### src/rtl/multicycle_control_unit.sv
// Multi-cycle MIPS controller: Moore sequencer with memory stall handshake, sticky illegal flag
// and retired-instruction counter. Define MCU_BNE_EN to add bne support.
module multicycle_control_unit #(
  parameter int OP_W    = 6,
  parameter int FUNCT_W = 6,
  parameter int ALUC_W  = 3,
  parameter int CNT_W   = 32
) (
  input  logic               clk,
  input  logic               rst,
  input  logic [OP_W-1:0]    OpCode,
  input  logic [FUNCT_W-1:0] Funct,
  input  logic               Zero,
  input  logic               mem_ready,
  output logic               IorD,
  output logic               MemWrite,
  output logic               IRWrite,
  output logic               PCEn,
  output logic [1:0]         PCSrc,
  output logic               ALUSrcA,
  output logic [1:0]         ALUSrcB,
  output logic [ALUC_W-1:0]  ALUControl,
  output logic               RegWrite,
  output logic               RegDst,
  output logic               MemtoReg,
  output logic               illegal,
  output logic [CNT_W-1:0]   instr_cnt,
  output logic [3:0]         state
);
  // state   | meaning
  // FETCH   | read instruction at PC, PC += 4 (waits on mem_ready)
  // DECODE  | compute branch target, dispatch on opcode
  // MEMADR  | compute load/store address
  // MEMRD   | read data memory (waits on mem_ready)
  // MEMWB   | write loaded word to register file
  // MEMWR   | write data memory (waits on mem_ready)
  // EXECUTE | R-type ALU operation
  // ALUWB   | write R-type result
  // BRANCH  | compare operands, conditionally load PC
  // ADDIEX  | add immediate
  // ADDIWB  | write addi result
  // JUMP    | load PC with jump target
  typedef enum logic [3:0] {
    S_FETCH   = 4'd0,
    S_DECODE  = 4'd1,
    S_MEMADR  = 4'd2,
    S_MEMRD   = 4'd3,
    S_MEMWB   = 4'd4,
    S_MEMWR   = 4'd5,
    S_EXECUTE = 4'd6,
    S_ALUWB   = 4'd7,
    S_BRANCH  = 4'd8,
    S_ADDIEX  = 4'd9,
    S_ADDIWB  = 4'd10,
    S_JUMP    = 4'd11
  } state_t;

  state_t           r_state;
  logic             r_illegal;
  logic [CNT_W-1:0] r_instr_cnt;

  state_t     w_next;
  state_t     w_dec_state;
  logic       w_retire;
  logic       w_set_illegal;
  logic [5:0] w_op;
  logic [5:0] w_fn;
  logic       w_op_hi_ok;
  logic       w_fn_hi_ok;
  logic       w_is_lw;
  logic       w_is_sw;
  logic       w_is_rtype;
  logic       w_is_branch_op;
  logic       w_is_addi;
  logic       w_is_j;
  logic       w_fn_legal;
  logic [2:0] w_aluc_funct;
  logic [2:0] w_aluc;
  logic       w_pc_write;
  logic       w_branch;

  // Only the low 6 bits are decoded; any wider upper bits must be zero.
  assign w_op       = OpCode[5:0];
  assign w_fn       = Funct[5:0];
  assign w_op_hi_ok = ((OpCode >> 6) == '0);
  assign w_fn_hi_ok = ((Funct >> 6) == '0);

  always_comb begin
    w_fn_legal   = 1'b1;
    w_aluc_funct = 3'b000;
    case (w_fn)
      6'b100000: w_aluc_funct = 3'b010;
      6'b100010: w_aluc_funct = 3'b110;
      6'b100100: w_aluc_funct = 3'b000;
      6'b100101: w_aluc_funct = 3'b001;
      6'b101010: w_aluc_funct = 3'b111;
      default:   w_fn_legal   = 1'b0;
    endcase
  end

  assign w_is_lw    = w_op_hi_ok && (w_op == 6'b100011);
  assign w_is_sw    = w_op_hi_ok && (w_op == 6'b101011);
  assign w_is_rtype = w_op_hi_ok && (w_op == 6'b000000) && w_fn_hi_ok && w_fn_legal;
  assign w_is_addi  = w_op_hi_ok && (w_op == 6'b001000);
  assign w_is_j     = w_op_hi_ok && (w_op == 6'b000010);

`ifdef MCU_BNE_EN
  logic w_is_bne;
  assign w_is_bne       = w_op_hi_ok && (w_op == 6'b000101);
  assign w_is_branch_op = (w_op_hi_ok && (w_op == 6'b000100)) || w_is_bne;
`else
  assign w_is_branch_op = w_op_hi_ok && (w_op == 6'b000100);
`endif

  always_comb begin
    w_next        = S_FETCH;
    w_retire      = 1'b0;
    w_set_illegal = 1'b0;
    case (r_state)
      S_FETCH:   w_next = mem_ready ? S_DECODE : S_FETCH;
      S_DECODE: begin
        if (w_is_lw || w_is_sw)  w_next = S_MEMADR;
        else if (w_is_rtype)     w_next = S_EXECUTE;
        else if (w_is_branch_op) w_next = S_BRANCH;
        else if (w_is_addi)      w_next = S_ADDIEX;
        else if (w_is_j)         w_next = S_JUMP;
        else                     w_set_illegal = 1'b1;
      end
      S_MEMADR:  w_next = w_is_sw ? S_MEMWR : S_MEMRD;
      S_MEMRD:   w_next = mem_ready ? S_MEMWB : S_MEMRD;
      S_MEMWB:   w_retire = 1'b1;
      S_MEMWR: begin
        w_next   = mem_ready ? S_FETCH : S_MEMWR;
        w_retire = mem_ready;
      end
      S_EXECUTE: w_next = S_ALUWB;
      S_ALUWB:   w_retire = 1'b1;
      S_BRANCH:  w_retire = 1'b1;
      S_ADDIEX:  w_next = S_ADDIWB;
      S_ADDIWB:  w_retire = 1'b1;
      S_JUMP:    w_retire = 1'b1;
      default:   w_next = S_FETCH;
    endcase
  end

  always_ff @(posedge clk) begin
    if (rst) begin
      r_state     <= S_FETCH;
      r_illegal   <= 1'b0;
      r_instr_cnt <= '0;
    end else begin
      r_state <= w_next;
      if (w_set_illegal) r_illegal <= 1'b1;
      if (w_retire)      r_instr_cnt <= r_instr_cnt + CNT_W'(1);
    end
  end

  // Reset forces the FETCH decode so the datapath sees a clean fetch while rst is held.
  assign w_dec_state = rst ? S_FETCH : r_state;

  always_comb begin
    IorD       = 1'b0;
    MemWrite   = 1'b0;
    IRWrite    = 1'b0;
    PCSrc      = 2'b00;
    ALUSrcA    = 1'b0;
    ALUSrcB    = 2'b00;
    RegWrite   = 1'b0;
    RegDst     = 1'b0;
    MemtoReg   = 1'b0;
    w_aluc     = 3'b000;
    w_pc_write = 1'b0;
    w_branch   = 1'b0;
    case (w_dec_state)
      S_FETCH: begin
        ALUSrcB    = 2'b01;
        w_aluc     = 3'b010;
        IRWrite    = mem_ready;
        w_pc_write = mem_ready;
      end
      S_DECODE: begin
        ALUSrcB = 2'b11;
        w_aluc  = 3'b010;
      end
      S_MEMADR, S_ADDIEX: begin
        ALUSrcA = 1'b1;
        ALUSrcB = 2'b10;
        w_aluc  = 3'b010;
      end
      S_MEMRD:   IorD = 1'b1;
      S_MEMWB: begin
        MemtoReg = 1'b1;
        RegWrite = 1'b1;
      end
      S_MEMWR: begin
        IorD     = 1'b1;
        MemWrite = 1'b1;
      end
      S_EXECUTE: begin
        ALUSrcA = 1'b1;
        w_aluc  = w_aluc_funct;
      end
      S_ALUWB: begin
        RegDst   = 1'b1;
        RegWrite = 1'b1;
      end
      S_BRANCH: begin
        ALUSrcA  = 1'b1;
        w_aluc   = 3'b110;
        w_branch = 1'b1;
        PCSrc    = 2'b01;
      end
      S_ADDIWB:  RegWrite = 1'b1;
      S_JUMP: begin
        PCSrc      = 2'b10;
        w_pc_write = 1'b1;
      end
      default: ;
    endcase
  end

`ifdef MCU_BNE_EN
  assign PCEn = w_pc_write | (w_branch & (Zero ^ w_is_bne));
`else
  assign PCEn = w_pc_write | (w_branch & Zero);
`endif

  assign ALUControl = ALUC_W'(w_aluc);
  assign illegal    = r_illegal;
  assign instr_cnt  = r_instr_cnt;
  assign state      = r_state;
endmodule

### config.mk
export PLATFORM = sky130hd
export DESIGN_NAME = multicycle_control_unit
export DESIGN_NICKNAME = d
export VERILOG_FILES = /design/src/rtl/multicycle_control_unit.sv
export SDC_FILE = /design/constraint.sdc
export NUM_CORES = 1
export LEC_CHECK = 0
export ABC_AREA = 1
export CORE_MARGIN = 8
export CORE_UTILIZATION = 53
export DETAILED_ROUTE_END_ITERATION = 12
export GPL_TIMING_DRIVEN = 0
export PLACE_DENSITY = 0.86
export RECOVER_POWER = 25
export SLEW_MARGIN = 15
export SYNTH_ARGS = -nofsm -noshare
export SYNTH_HDL_FRONTEND = slang
export SYNTH_SLANG_ARGS = --single-unit
### constraint.sdc
create_clock -name clk -period 2.8 [get_ports clk]
set_clock_uncertainty 0.2 [all_clocks]
set_input_delay 0.42 -clock clk [delete_from_list [all_inputs] [get_ports clk]]
set_output_delay 0.42 -clock clk [all_outputs]
set_load 0.01 [all_outputs]
# --- Yosys cells after proc, flatten, opt, wreduce, memory -nomap -nowiden ---
# Index checks and enable logic that the tools add are counted.
op_classes:
  bitwise: 2
  n_reduce_logical: 12
  muxes: 32
  add_sub_neg: 1
  eq_ne: 32
op_table:
  columns: ["op", "n"]
  rows:
  - ["equality test 6 bit, second input constant", 7]
  - ["adder 32 x 1 -> 32 bit, second input constant", 1]
  - ["equality test 4 x 3 -> 1 bit, second input constant", 8]
  - ["equality test 4 bit, second input constant", 8]
  - ["case mux 4 bit (7 select lines)", 1]
  - ["two-way mux 4 bit", 6]
  - ["equality test 4 x 2 -> 1 bit, second input constant", 4]
  - ["two-way mux 1 bit", 16]
  - ["case mux 3 bit (4 select lines)", 1]
  - ["OR reduction 5 bit", 2]
  - ["two-way mux 3 bit", 3]
  - ["case mux 3 bit (3 select lines)", 1]
  - ["equality test 4 x 1 -> 1 bit, second input constant", 2]
  - ["logical NOT 4 bit", 2]
  - ["OR reduction 4 bit", 2]
  - ["equality test 6 x 2 -> 1 bit, second input constant", 1]
  - ["equality test 6 x 3 -> 1 bit, second input constant", 1]
  - ["equality test 6 x 4 -> 1 bit, second input constant", 1]
  - ["logical NOT 6 bit", 1]
  - ["case mux 2 bit (3 select lines)", 1]
  - ["case mux 1 bit (2 select lines)", 2]
  - ["case mux 2 bit (2 select lines)", 1]
  - ["OR reduction 2 bit", 2]
  - ["OR reduction 3 bit", 1]
  - ["4 further kinds", 4]
totals:
  out_inout_bits: 52
  inputBits: 16
  reg_bits: 37
  word_cells: 82

# --- Longest topological paths before layout ---
depth:
  word_depth: 7
  mapped_depth: 11
  depth_no_buf: 11

# --- Worst setup path before layout ---
# OpenSTA, ideal clock, no wires.
synth_timing:
  kind: "input-to-output"
  start: "input port rst"
  end: "output port PCEn"
  slack_ns: 0.876
  t_arrival_ns: 1.304
  cell_stages: 7
  path_buffers: 2
  required_ns: 2.180
  cell_sequence: "buf_2 > inv_1 > clkbuf_1 > nand2_1 > inv_1 > nor2_1 > a211o_1"
synth_via:
  elab_chain_len: 5
  word_cells_on_any_way: 8
  cone_classes: "eq/ne: 2; mux: 3; bitwise: 2; reduce/logical: 1"
synth_lines:
  columns: ["item", "line_no", "text"]
  rows:
  - ["start: declaration", "10", "input logic rst,"]
  - ["two-way mux 4 bit (*)", "159", "assign w_dec_state = rst ? S_FETCH : r_state;"]
  - ["equality test 4 bit", "174", "case (w_dec_state)"]
  - ["two-way mux 1 bit", "174", null]
  - ["bitwise AND 1 bit", "225", "assign PCEn = w_pc_write | (w_branch & Zero);"]
  - ["bitwise OR 1 bit (*)", "225", null]
  - ["end: declaration", "18", "output logic PCEn,"]
# Mark *: on every way between the ends. The rest lies on a longest branch, timed or not.

# --- Final worst setup path ---
layout_timing:
  start: "input port Funct[1]"
  end: "output port ALUControl[1]"
layout_via:
  elab_chain_len: 3
  word_cells_on_any_way: 6
  cone_classes: "eq/ne: 4; mux: 2"
layout_lines:
  columns: ["item", "line_no", "text"]
  rows:
  - ["start: declaration", "12", "input logic [FUNCT_W-1:0] Funct,"]
  - ["equality test 6 bit", "91", "case (w_fn)"]
  - ["case mux 3 bit (4 select lines) (*)", "91", null]
  - ["case mux 3 bit (3 select lines) (*)", "174", null]
  - ["end: declaration", "22", "output logic [ALUC_W-1:0] ALUControl,"]
# Marks and branches as above.

==> flow_summary.toml <==
[outcome]
status = "finished, final reports clean"

[placement]
dp.cells = 578
io_buffers = 66
place_congestion = 0.900
dp_hpwl_microns = 6060
pre_cts_slack_ps = 171

[timing]
rsz0062_at_grt = "false"
final_hold_viol_count = 0
min_period_ps = 2640
slew_violations = 0
fin_ws_ps = 159
tightest_slew_ps = 562
slew_headroom_pct = 62.5
tns_ps = 0
post-route-period-util_pct = 94.3
max_freq_mhz = 379
setup_viol = 0

[routing]
vias = 3031
dr.pass1.iters = 4
drt_iter0_markers = 180
route.detailed.drc = 0
wire_per_inst_microns = 13.1
wl_microns = 7650
routed_via_density = 5.17
antenna_left = 0

[synth]
yosysWarnings = 0
netlist_area_sq_mm = 0.00262
synth-main-ff-cell = "dfxtp_1"
synthTopCellsByArea = "dfxtp_1 (28%), nand2_1 (19%), nor2_1 (12%), inv_1 (7.9%), a21oi_1 (5.7%)"
synth-async-reset-ratio_pct = 0
syn_nets = 462
synth_area_per_cell_sq_um = 5.89
ys_types = 29
synth_top_area_cell = "dfxtp_1"
synth_top_area_share_pct = 28.3
ys_seq_area_share_pct = 28.3
yosys_register_bits = 37
synth_edf_count = 0
syn_inst = 445

[finish]
final_cell_mix = "nand2_1 (134), nor2_1 (81), clkdlybuf4s50_1 (65), inv_1 (55), dfxtp_1 (36)"
areaGrowthSynthToFinish_pct = 31.9
nets = 535
drive_above_1_share_pct = 7.71
fin_cells = 586
antenna_cells = 0
final_common_cell = "nand2_1"
fin_util_pct = 72.7

[critical_path]
criticalPathCategory = "input port to output port"
r2r_cells = 10
end_kind = "output port"
path_max_fanout = 3
worstSetupStartpointType = "input port"
arrival_ps = 2020
cp.required_ps = 2180

[worst_hold_path]
hold_class = "input port to flip-flop"
hold_depth = 2

[floorplanning]
die_x_microns = 86.3
core_area_sq_mm = 0.00475
start_util_pct = 55.1
rows = 25
fp.dieH_microns = 86.3
ioPinCount = 68
dieArea_sq_mm = 0.00745

[power_and_ir_drop]
cellPowerDensity_mw_per_mm2 = 323
power_w = 0.00112
p_leak_nw = 1.25
ir_worst_vdd_uv = 272

[global_route]
grtUsageTotal_pct = 21.8
grt_first_pass_wirelength_microns = 13400
antenna_found_initial = 0
grt_overflow = 0
grt_max_degree = 12
grt_pass1_vias = 2995

[clock_network]
cts_max_path_buffers = 2
numCtsBuffers = 5
cts_hold_buf = 0
insertion_delay_ps = 300
cts_root_buf = "clkbuf_8"
cts_tree = "yes"
post_cts_resize_count = 0
clkSlewWorstSetupHoldPaths_ps = 70
clkSinkCount = 37
htreeDepth = 2
post_cts_buffers = 0

[run]
maxCapViolations = 0
-- kinds of logic after synthesis --
kind of cell / synth area share, %
fa+ha+maj: 0.477
flops: 28.3
simple gates: 47.6
buf+inv: 10.2
xor+xnor: 2.67
compound gates: 10.8
-- worst paths after layout --
kind	start	to	slack [ps]
worst min-delay path	rst	instr_cnt[30]	210
worst max register to register	state[2]	instr_cnt[23]	540
worst max-delay path	Funct[1]	ALUControl[1]	160
worst min register to register	illegal	illegal	270
-- registers in the layout, summed over array words and instances, names as in the netlist --
| signal | flops |
|---|---|
| illegal | 1 |
| instr_cnt | 32 |
| state | 4 |
-- stage by stage --
step	cell area, sq um	hold slack [ps]
3_5_place_dp	3370	262
6_report	3460	210
4_1_cts	3480	209
3_3_place_gp	3370	260
2_1_floorplan	2620	302
5_1_grt	3460	226
-- worst max-delay path, cell delays in order --
cell	delay, ps
clkdlybuf4s50_1	470
inv_1	40
nor2_1	130
nand4_1	170
nand2_1	100
a21oi_1	60
nand3_1	70
clkdlybuf4s50_1	550
-- report_power, final --
part           internal, W  switching (W)  leakage [nW]
Combinational    0.0000428      0.0000494         0.897
Clock             0.000291       0.000203        0.0585
Sequential        0.000528     0.00000261         0.299
-- cells in the mapped netlist, types with 5 or more instances --
cell	count
a21oi_1	30
dfxtp_1	37
inv_1	55
nand2_1	133
nand2_2	9
nand3_1	24
nand4_1	6
nor2_1	82
nor2_2	6
nor2_4	6
nor3_1	5
o21ai_0	12
o21ai_1	6
-- cell type report --
type                       count  area [sq um]
buffer                         9          42.5
clock buffer                   7          86.3
clock inverter                 1          30.0
fill                         395          1300
inverter                      56           210
multi-input combinational    343          1600
sequential                    37           742
tap                           67          83.8
timing repair buffer          66           661
-- per-layer routing --
layer / routed length (microns) / global-route usage, % / vias to the layer above / part of all wire (%)
li1: - / - / 1534 / -
met1: 3490 / 27.0 / 1382 / 46
met2: 3620 / 37.2 / 104 / 47
met3: 429 / 3.12 / 11 / 5.6
met4: 110 / 7.82 / 0 / 1.4
met5: 0 / 0 / - / 0
No activity file was read; power rests on OpenSTA's default activity.
